[src/rtl/char_plane_if.sv]
// Stream-in / plane-write bundle between a text source, the writer and the character plane.
interface char_plane_if #(
    parameter int ROW_BIT_LEN    = 4,
    parameter int COL_BIT_LEN    = 6,
    parameter int CHAR_ID_LENGTH = 8
);
    logic [CHAR_ID_LENGTH-1:0] char_in;
    logic                      char_valid;
    logic                      char_ready;
    logic                      clear_req;
    logic                      busy;
    logic [ROW_BIT_LEN-1:0]    cursor_row;
    logic [COL_BIT_LEN-1:0]    cursor_col;
    logic [CHAR_ID_LENGTH-1:0] plane_data;
    logic [ROW_BIT_LEN-1:0]    plane_row;
    logic [COL_BIT_LEN-1:0]    plane_col;
    logic                      plane_we;

    modport master (
        output char_in, char_valid, clear_req,
        input  char_ready, busy, cursor_row, cursor_col,
        input  plane_data, plane_row, plane_col, plane_we
    );

    modport slave (
        input  char_in, char_valid, clear_req,
        output char_ready, busy, cursor_row, cursor_col,
        output plane_data, plane_row, plane_col, plane_we
    );
endinterface

[src/rtl/char_plane_writer.sv]
// Cursor-driven writer for the character plane: one write per accepted char, blank sweeps for clears.
// Plane writes appear the cycle after acceptance; char_ready drops while sweeping or on clear_req.
module char_plane_writer #(
    parameter int                        ROW_NUMBER     = 15,
    parameter int                        COL_NUMBER     = 40,
    parameter int                        ROW_BIT_LEN    = 4,
    parameter int                        COL_BIT_LEN    = 6,
    parameter int                        CHAR_ID_LENGTH = 8,
    parameter logic [CHAR_ID_LENGTH-1:0] BLANK_ID       = '0
) (
    input  logic          clock,
    input  logic          reset,
    char_plane_if.slave   bus
);
    typedef enum logic [1:0] {ST_IDLE, ST_CLR_LINE, ST_CLR_ALL} state_t;

    localparam logic [ROW_BIT_LEN-1:0]    LAST_ROW = ROW_BIT_LEN'(ROW_NUMBER - 1);
    localparam logic [COL_BIT_LEN-1:0]    LAST_COL = COL_BIT_LEN'(COL_NUMBER - 1);
    localparam logic [CHAR_ID_LENGTH-1:0] CH_BS    = CHAR_ID_LENGTH'(8'h08);
    localparam logic [CHAR_ID_LENGTH-1:0] CH_LF    = CHAR_ID_LENGTH'(8'h0A);
    localparam logic [CHAR_ID_LENGTH-1:0] CH_FF    = CHAR_ID_LENGTH'(8'h0C);
    localparam logic [CHAR_ID_LENGTH-1:0] CH_CR    = CHAR_ID_LENGTH'(8'h0D);

    state_t                    r_state, w_state_nxt;
    logic [ROW_BIT_LEN-1:0]    r_cur_row, w_cur_row_nxt;
    logic [COL_BIT_LEN-1:0]    r_cur_col, w_cur_col_nxt;
    logic [ROW_BIT_LEN-1:0]    r_sw_row, w_sw_row_nxt;
    logic [COL_BIT_LEN-1:0]    r_sw_col, w_sw_col_nxt;
    logic                      r_plane_we, w_plane_we_nxt;
    logic [CHAR_ID_LENGTH-1:0] r_plane_data, w_plane_data_nxt;
    logic [ROW_BIT_LEN-1:0]    r_plane_row, w_plane_row_nxt;
    logic [COL_BIT_LEN-1:0]    r_plane_col, w_plane_col_nxt;
    logic                      w_char_ready;
    logic                      w_xfer;

    assign w_char_ready = (r_state == ST_IDLE) && !bus.clear_req;
    assign w_xfer       = bus.char_valid && w_char_ready;

    always_ff @(posedge clock or posedge reset) begin
        if (reset) begin
            r_state      <= ST_IDLE;
            r_cur_row    <= '0;
            r_cur_col    <= '0;
            r_sw_row     <= '0;
            r_sw_col     <= '0;
            r_plane_we   <= 1'b0;
            r_plane_data <= '0;
            r_plane_row  <= '0;
            r_plane_col  <= '0;
        end else begin
            r_state      <= w_state_nxt;
            r_cur_row    <= w_cur_row_nxt;
            r_cur_col    <= w_cur_col_nxt;
            r_sw_row     <= w_sw_row_nxt;
            r_sw_col     <= w_sw_col_nxt;
            r_plane_we   <= w_plane_we_nxt;
            r_plane_data <= w_plane_data_nxt;
            r_plane_row  <= w_plane_row_nxt;
            r_plane_col  <= w_plane_col_nxt;
        end
    end

    always_comb begin
        w_state_nxt      = r_state;
        w_cur_row_nxt    = r_cur_row;
        w_cur_col_nxt    = r_cur_col;
        w_sw_row_nxt     = r_sw_row;
        w_sw_col_nxt     = r_sw_col;
        w_plane_we_nxt   = 1'b0;
        w_plane_data_nxt = r_plane_data;
        w_plane_row_nxt  = r_plane_row;
        w_plane_col_nxt  = r_plane_col;
        case (r_state)
            ST_IDLE: begin
                if (bus.clear_req || (w_xfer && bus.char_in == CH_FF)) begin
                    w_state_nxt   = ST_CLR_ALL;
                    w_cur_row_nxt = '0;
                    w_cur_col_nxt = '0;
                    w_sw_row_nxt  = '0;
                    w_sw_col_nxt  = '0;
                end else if (w_xfer) begin
                    case (bus.char_in)
                        CH_CR: w_cur_col_nxt = '0;
                        CH_LF: begin
                            w_cur_col_nxt = '0;
                            if (r_cur_row == LAST_ROW) begin
                                w_cur_row_nxt = '0;
                                w_sw_row_nxt  = '0;
                                w_sw_col_nxt  = '0;
                                w_state_nxt   = ST_CLR_LINE;
                            end else begin
                                w_cur_row_nxt = r_cur_row + 1'b1;
                            end
                        end
                        CH_BS: begin
                            if (r_cur_col != '0) begin
                                w_cur_col_nxt    = r_cur_col - 1'b1;
                                w_plane_we_nxt   = 1'b1;
                                w_plane_data_nxt = BLANK_ID;
                                w_plane_row_nxt  = r_cur_row;
                                w_plane_col_nxt  = r_cur_col - 1'b1;
                            end else if (r_cur_row != '0) begin
                                w_cur_row_nxt    = r_cur_row - 1'b1;
                                w_cur_col_nxt    = LAST_COL;
                                w_plane_we_nxt   = 1'b1;
                                w_plane_data_nxt = BLANK_ID;
                                w_plane_row_nxt  = r_cur_row - 1'b1;
                                w_plane_col_nxt  = LAST_COL;
                            end
                        end
                        default: begin
                            w_plane_we_nxt   = 1'b1;
                            w_plane_data_nxt = bus.char_in;
                            w_plane_row_nxt  = r_cur_row;
                            w_plane_col_nxt  = r_cur_col;
                            if (r_cur_col != LAST_COL) begin
                                w_cur_col_nxt = r_cur_col + 1'b1;
                            end else begin
                                w_cur_col_nxt = '0;
                                // Running off the bottom recycles row 0 instead of scrolling.
                                if (r_cur_row == LAST_ROW) begin
                                    w_cur_row_nxt = '0;
                                    w_sw_row_nxt  = '0;
                                    w_sw_col_nxt  = '0;
                                    w_state_nxt   = ST_CLR_LINE;
                                end else begin
                                    w_cur_row_nxt = r_cur_row + 1'b1;
                                end
                            end
                        end
                    endcase
                end
            end
            ST_CLR_LINE, ST_CLR_ALL: begin
                w_plane_we_nxt   = 1'b1;
                w_plane_data_nxt = BLANK_ID;
                w_plane_row_nxt  = r_sw_row;
                w_plane_col_nxt  = r_sw_col;
                if (r_sw_col != LAST_COL) begin
                    w_sw_col_nxt = r_sw_col + 1'b1;
                end else begin
                    w_sw_col_nxt = '0;
                    if (r_state == ST_CLR_LINE || r_sw_row == LAST_ROW) begin
                        w_sw_row_nxt = '0;
                        w_state_nxt  = ST_IDLE;
                    end else begin
                        w_sw_row_nxt = r_sw_row + 1'b1;
                    end
                end
            end
            default: w_state_nxt = ST_IDLE;
        endcase
    end

    assign bus.char_ready = w_char_ready;
    assign bus.busy       = (r_state != ST_IDLE);
    assign bus.cursor_row = r_cur_row;
    assign bus.cursor_col = r_cur_col;
    assign bus.plane_we   = r_plane_we;
    assign bus.plane_data = r_plane_data;
    assign bus.plane_row  = r_plane_row;
    assign bus.plane_col  = r_plane_col;
endmodule

[src/flat_wrapper.sv]
// flat-port wrapper written by rule: the top's interface ports become plain ports
module char_plane_writer_flat 
#(
    parameter int                        ROW_NUMBER     = 15,
    parameter int                        COL_NUMBER     = 40,
    parameter int                        ROW_BIT_LEN    = 4,
    parameter int                        COL_BIT_LEN    = 6,
    parameter int                        CHAR_ID_LENGTH = 8,
    parameter logic [CHAR_ID_LENGTH-1:0] BLANK_ID       = '0
)
  (clock, reset, bus_char_in, bus_char_valid, bus_clear_req, bus_char_ready, bus_busy, bus_cursor_row, bus_cursor_col, bus_plane_data, bus_plane_row, bus_plane_col, bus_plane_we);
  char_plane_if #(.ROW_BIT_LEN(ROW_BIT_LEN), .COL_BIT_LEN(COL_BIT_LEN), .CHAR_ID_LENGTH(CHAR_ID_LENGTH)) bus_i ();
  input  logic clock;
  input  logic reset;
  input wire logic [$bits(bus_i.char_in)-1:0] bus_char_in;
  input wire logic [$bits(bus_i.char_valid)-1:0] bus_char_valid;
  input wire logic [$bits(bus_i.clear_req)-1:0] bus_clear_req;
  output wire logic [$bits(bus_i.char_ready)-1:0] bus_char_ready;
  output wire logic [$bits(bus_i.busy)-1:0] bus_busy;
  output wire logic [$bits(bus_i.cursor_row)-1:0] bus_cursor_row;
  output wire logic [$bits(bus_i.cursor_col)-1:0] bus_cursor_col;
  output wire logic [$bits(bus_i.plane_data)-1:0] bus_plane_data;
  output wire logic [$bits(bus_i.plane_row)-1:0] bus_plane_row;
  output wire logic [$bits(bus_i.plane_col)-1:0] bus_plane_col;
  output wire logic [$bits(bus_i.plane_we)-1:0] bus_plane_we;
  assign bus_i.char_in = bus_char_in;
  assign bus_i.char_valid = bus_char_valid;
  assign bus_i.clear_req = bus_clear_req;
  assign bus_char_ready = bus_i.char_ready;
  assign bus_busy = bus_i.busy;
  assign bus_cursor_row = bus_i.cursor_row;
  assign bus_cursor_col = bus_i.cursor_col;
  assign bus_plane_data = bus_i.plane_data;
  assign bus_plane_row = bus_i.plane_row;
  assign bus_plane_col = bus_i.plane_col;
  assign bus_plane_we = bus_i.plane_we;
  char_plane_writer #(.ROW_NUMBER(ROW_NUMBER), .COL_NUMBER(COL_NUMBER), .ROW_BIT_LEN(ROW_BIT_LEN), .COL_BIT_LEN(COL_BIT_LEN), .CHAR_ID_LENGTH(CHAR_ID_LENGTH), .BLANK_ID(BLANK_ID)) u_core (.clock(clock), .reset(reset), .bus(bus_i));
endmodule
[config.mk]
export PLATFORM = sky130hd
export DESIGN_NAME = char_plane_writer_flat
export DESIGN_NICKNAME = d
export VERILOG_FILES = /design/src/rtl/char_plane_if.sv /design/src/rtl/char_plane_writer.sv /design/src/flat_wrapper.sv
export SDC_FILE = /design/constraint.sdc
export NUM_CORES = 1
export LEC_CHECK = 0
export ABC_CLOCK_PERIOD_IN_PS = 4630
export CORE_ASPECT_RATIO = 1.5
export CORE_MARGIN = 8
export CORE_UTILIZATION = 59
export DETAILED_ROUTE_END_ITERATION = 10
export PLACE_DENSITY = 0.82
export SLEW_MARGIN = 20
export SYNTH_ARGS = -nofsm -noshare
export SYNTH_HDL_FRONTEND = slang
export SYNTH_SLANG_ARGS = --single-unit
[constraint.sdc]
create_clock -name clock -period 4.63 [get_ports clock]
set_input_delay 0.926 -clock clock [delete_from_list [all_inputs] [get_ports clock]]
set_output_delay 0.926 -clock clock [all_outputs]
set_load 0.03 [all_outputs]
==> metrics <==
run status finished clean; Num CTS Buffers 5; initial antenna violation count 0; Critical Path Most Common Cell clkdlybuf4s50_1; synthesized instance count 332; Initial DRC Count 272; number of synthesized flops with an enable pin 0; post-route insts no fill 432; post-detail-place hpwl 5381 um; Total Routed Length 7365 um; Synth Cell Area 0.002863 sq mm; number of global-route vias before repair 2539; multiplexer share of the synthesized area 0.02928; DR pass1 iterations 4; WP data arrival 2450 ps; Post-Synth Simple-Gate Area 0.2334; min-delay worst type reg -> reg; post-synthesis xor/xnor area fraction 0.009178; nets 391; worst hold path endpoint u_core.bus.plane_data[1]; Clock Latency Late Sink 300 ps; Worst path slowest cell clkdlybuf4s50_1; Hold Crit Depth 2; WHS 467.0 ps; vias 2662; # Post-CTS Setup Buffers 0; ANT nets after route 0; share of layout cells above drive strength 1 0.07650; Critical Path, Cell by Cell clkdlybuf4s50_1, nor2_1, clkdlybuf4s50_1; drt wl/cell 17.05 um; fmax 295.9 MHz; DRC 0; Yosys top cell by area dfrtp_1; final worst path period share 0.7299; top cell type's share of synthesized area 0.3584; Relative slew margins 0.4632; Post-synth top flop dfrtp_1; register area share after synthesis 0.3584; largest net degree at the start of global routing 42; Layout area overhead 19.01%; synthesized area per cell 8.623 sq um; Register-to-Register Setup Slack 1930 ps; Total GRT Usage 0.2066; largest family of logic cells by synthesized area compound AO/OA/AOI/OAI gates; Yosys cell types 65; Tot Pwr 0.001887 W; # IOs 43; Clock Sinks 41; Die H 101.3 um; Clock transition at path regs 80 ps; Syn Nets 358; RD Place Congestion 0.9137; max-cap violation count 0; kind of critical path in -> out; IO Port Bufs 42; Worst Reg-to-Reg Cells 7; Die W 72.88 um; unrepaired setup endpoints after global routing no; H-tree lvl count 2; Setup Viol. Count Final 0; Worst EP required 3700 ps; Adder-Cell Fraction of Synth Area 0.06119; Core Region 0.004771 sq mm; most area-consuming cells after synthesis dfrtp_1 36%, nand2_1 6.3%, ha_1 6.1%; LEAKAGE 1.468 nW; Synth Area in Compound Gates 0.2526; DR vias/cell 6.162; worst r2r src u_core.r_state[0]; Tightest Pin Transition 805.2 ps; FF-to-FF End u_core.r_sw_row[2]; Resized Gates After CTS 0; placed instance count 424; final hold viol count 0; Final Skew 3.890 ps; hold_buf cts 0; diode count 0; Yosys reg bits 41; leading cell type in the layout, fill and taps excluded nand2_1; CP endpoint kind output port; Die Area 0.007383 sq mm; power per cell area 554.0 mW/mm^2; Rows 31; post-layout minimum cycle time 3380 ps; GRT overflow 0; Starting Density 0.6001; most frequent cells in the layout 48 x nand2_1, 42 x clkdlybuf4s50_1, 41 x dfrtp_1; CTS Root Buffer Type clkbuf_8; TritonCTS clock tree yes; worst vdd ir 0.3537 mV; worst-path fanout max 4; synth warn 0; CP startpoint kind input pin; Clock Path Buffers 2; hold path start u_core.bus.plane_data[1]; CP peak stage delay 750 ps; global-route wire length before repair 12100 um; Post-synth ARST share 1.000; final slew viol count 0; Setup TNS 0 ps
how the worst max path moves through the flow:
stage	slack, ps	end	startpoint
finish	1250	bus_char_ready	bus_clear_req
global route	1220	bus_char_ready	bus_clear_req
CTS	1280	bus_char_ready	bus_clear_req
detailed placement	1230	u_core.bus.cursor_row[3]	bus_char_in[2]
global placement	1300	u_core.bus.cursor_row[3]	bus_char_in[2]
floorplan	2120	u_core.r_sw_col[0]	bus_clear_req
logic make-up (layout without fill, tap and decap cells):
group                      count (synthesis)  after routing
and+or+nand+nor                          130            130
AOI/OAI and AO/OA                        101            101
DFF                                       41             41
buffers and inverters                     36             70
adders and majority gates                 14             14
muxes                                      7              7
xor gates and xnor gates                   3              3
final cells by class:
type / instances / area [sq um]
Clock inverter: 3 / 46.29
Tap cell: 66 / 82.58
Timing Repair Buffer: 45 / 442.9
Multi-Input combinational cell: 255 / 1677
Fill cell: 369 / 1364
Sequential cell: 41 / 1026
Inverter: 17 / 63.81
Clock buffer: 5 / 68.82
cell usage after synthesis, types with 7 or more instances:
library cell and count:
nand3_1 16, dfrtp_1 41, buf_2 8, o21ai_0 27, nand2_1 48, a22o_1 7, nor2_1 24, inv_1 16
a21oi_1 14, clkbuf_1 8, ha_1 14
through the flow:
| step | util | worst slack (ps) | cell area (sq um) |
|---|---|---|---|
| 6_report | 0.7141 | 1250 | 3407 |
| 5_1_grt | 0.7141 | 1223 | 3407 |
| 4_1_cts | 0.7141 | 1276 | 3407 |
| 3_5_place_dp | 0.6900 | 1229 | 3292 |
| 3_3_place_gp | 0.6900 | 1303 | 3292 |
| 2_1_floorplan | - | 2122 | 2863 |
state kept, by name, summed over array words and instances, names as in the netlist:
register / flops
u_core.bus.plane_row: 4
u_core.bus.plane_col: 6
u_core.r_state: 2
u_core.bus.plane_we: 1
u_core.r_sw_col: 6
u_core.bus.plane_data: 8
u_core.r_sw_row: 4
u_core.bus.cursor_col: 6
u_core.bus.cursor_row: 4
worst max-delay path, delay by kind of cell:
family / cells / cell delay [ps]
buf+inv: 2 / 1240
simple gates: 1 / 300
power by group:
group	leakage [nW]	internal (W)	total [W]	switching, W
logic	0.871	0.000392	0.00102	0.000623
clock network	0.0543	0.000162	0.000299	0.000137
registers	0.542	0.000465	0.000573	0.000108
total	1.47	0.00102	0.00189	0.000869
layer usage:
metal  track usage  wire length (um)  up-vias
met3       0.03865               412       24
met1        0.2498              2990     1257
li1              -                 -     1274
met4        0.1006               248        0
met2        0.3409              3713      107
met5             0                 0        -
Power figures use the tool's default switching activity.
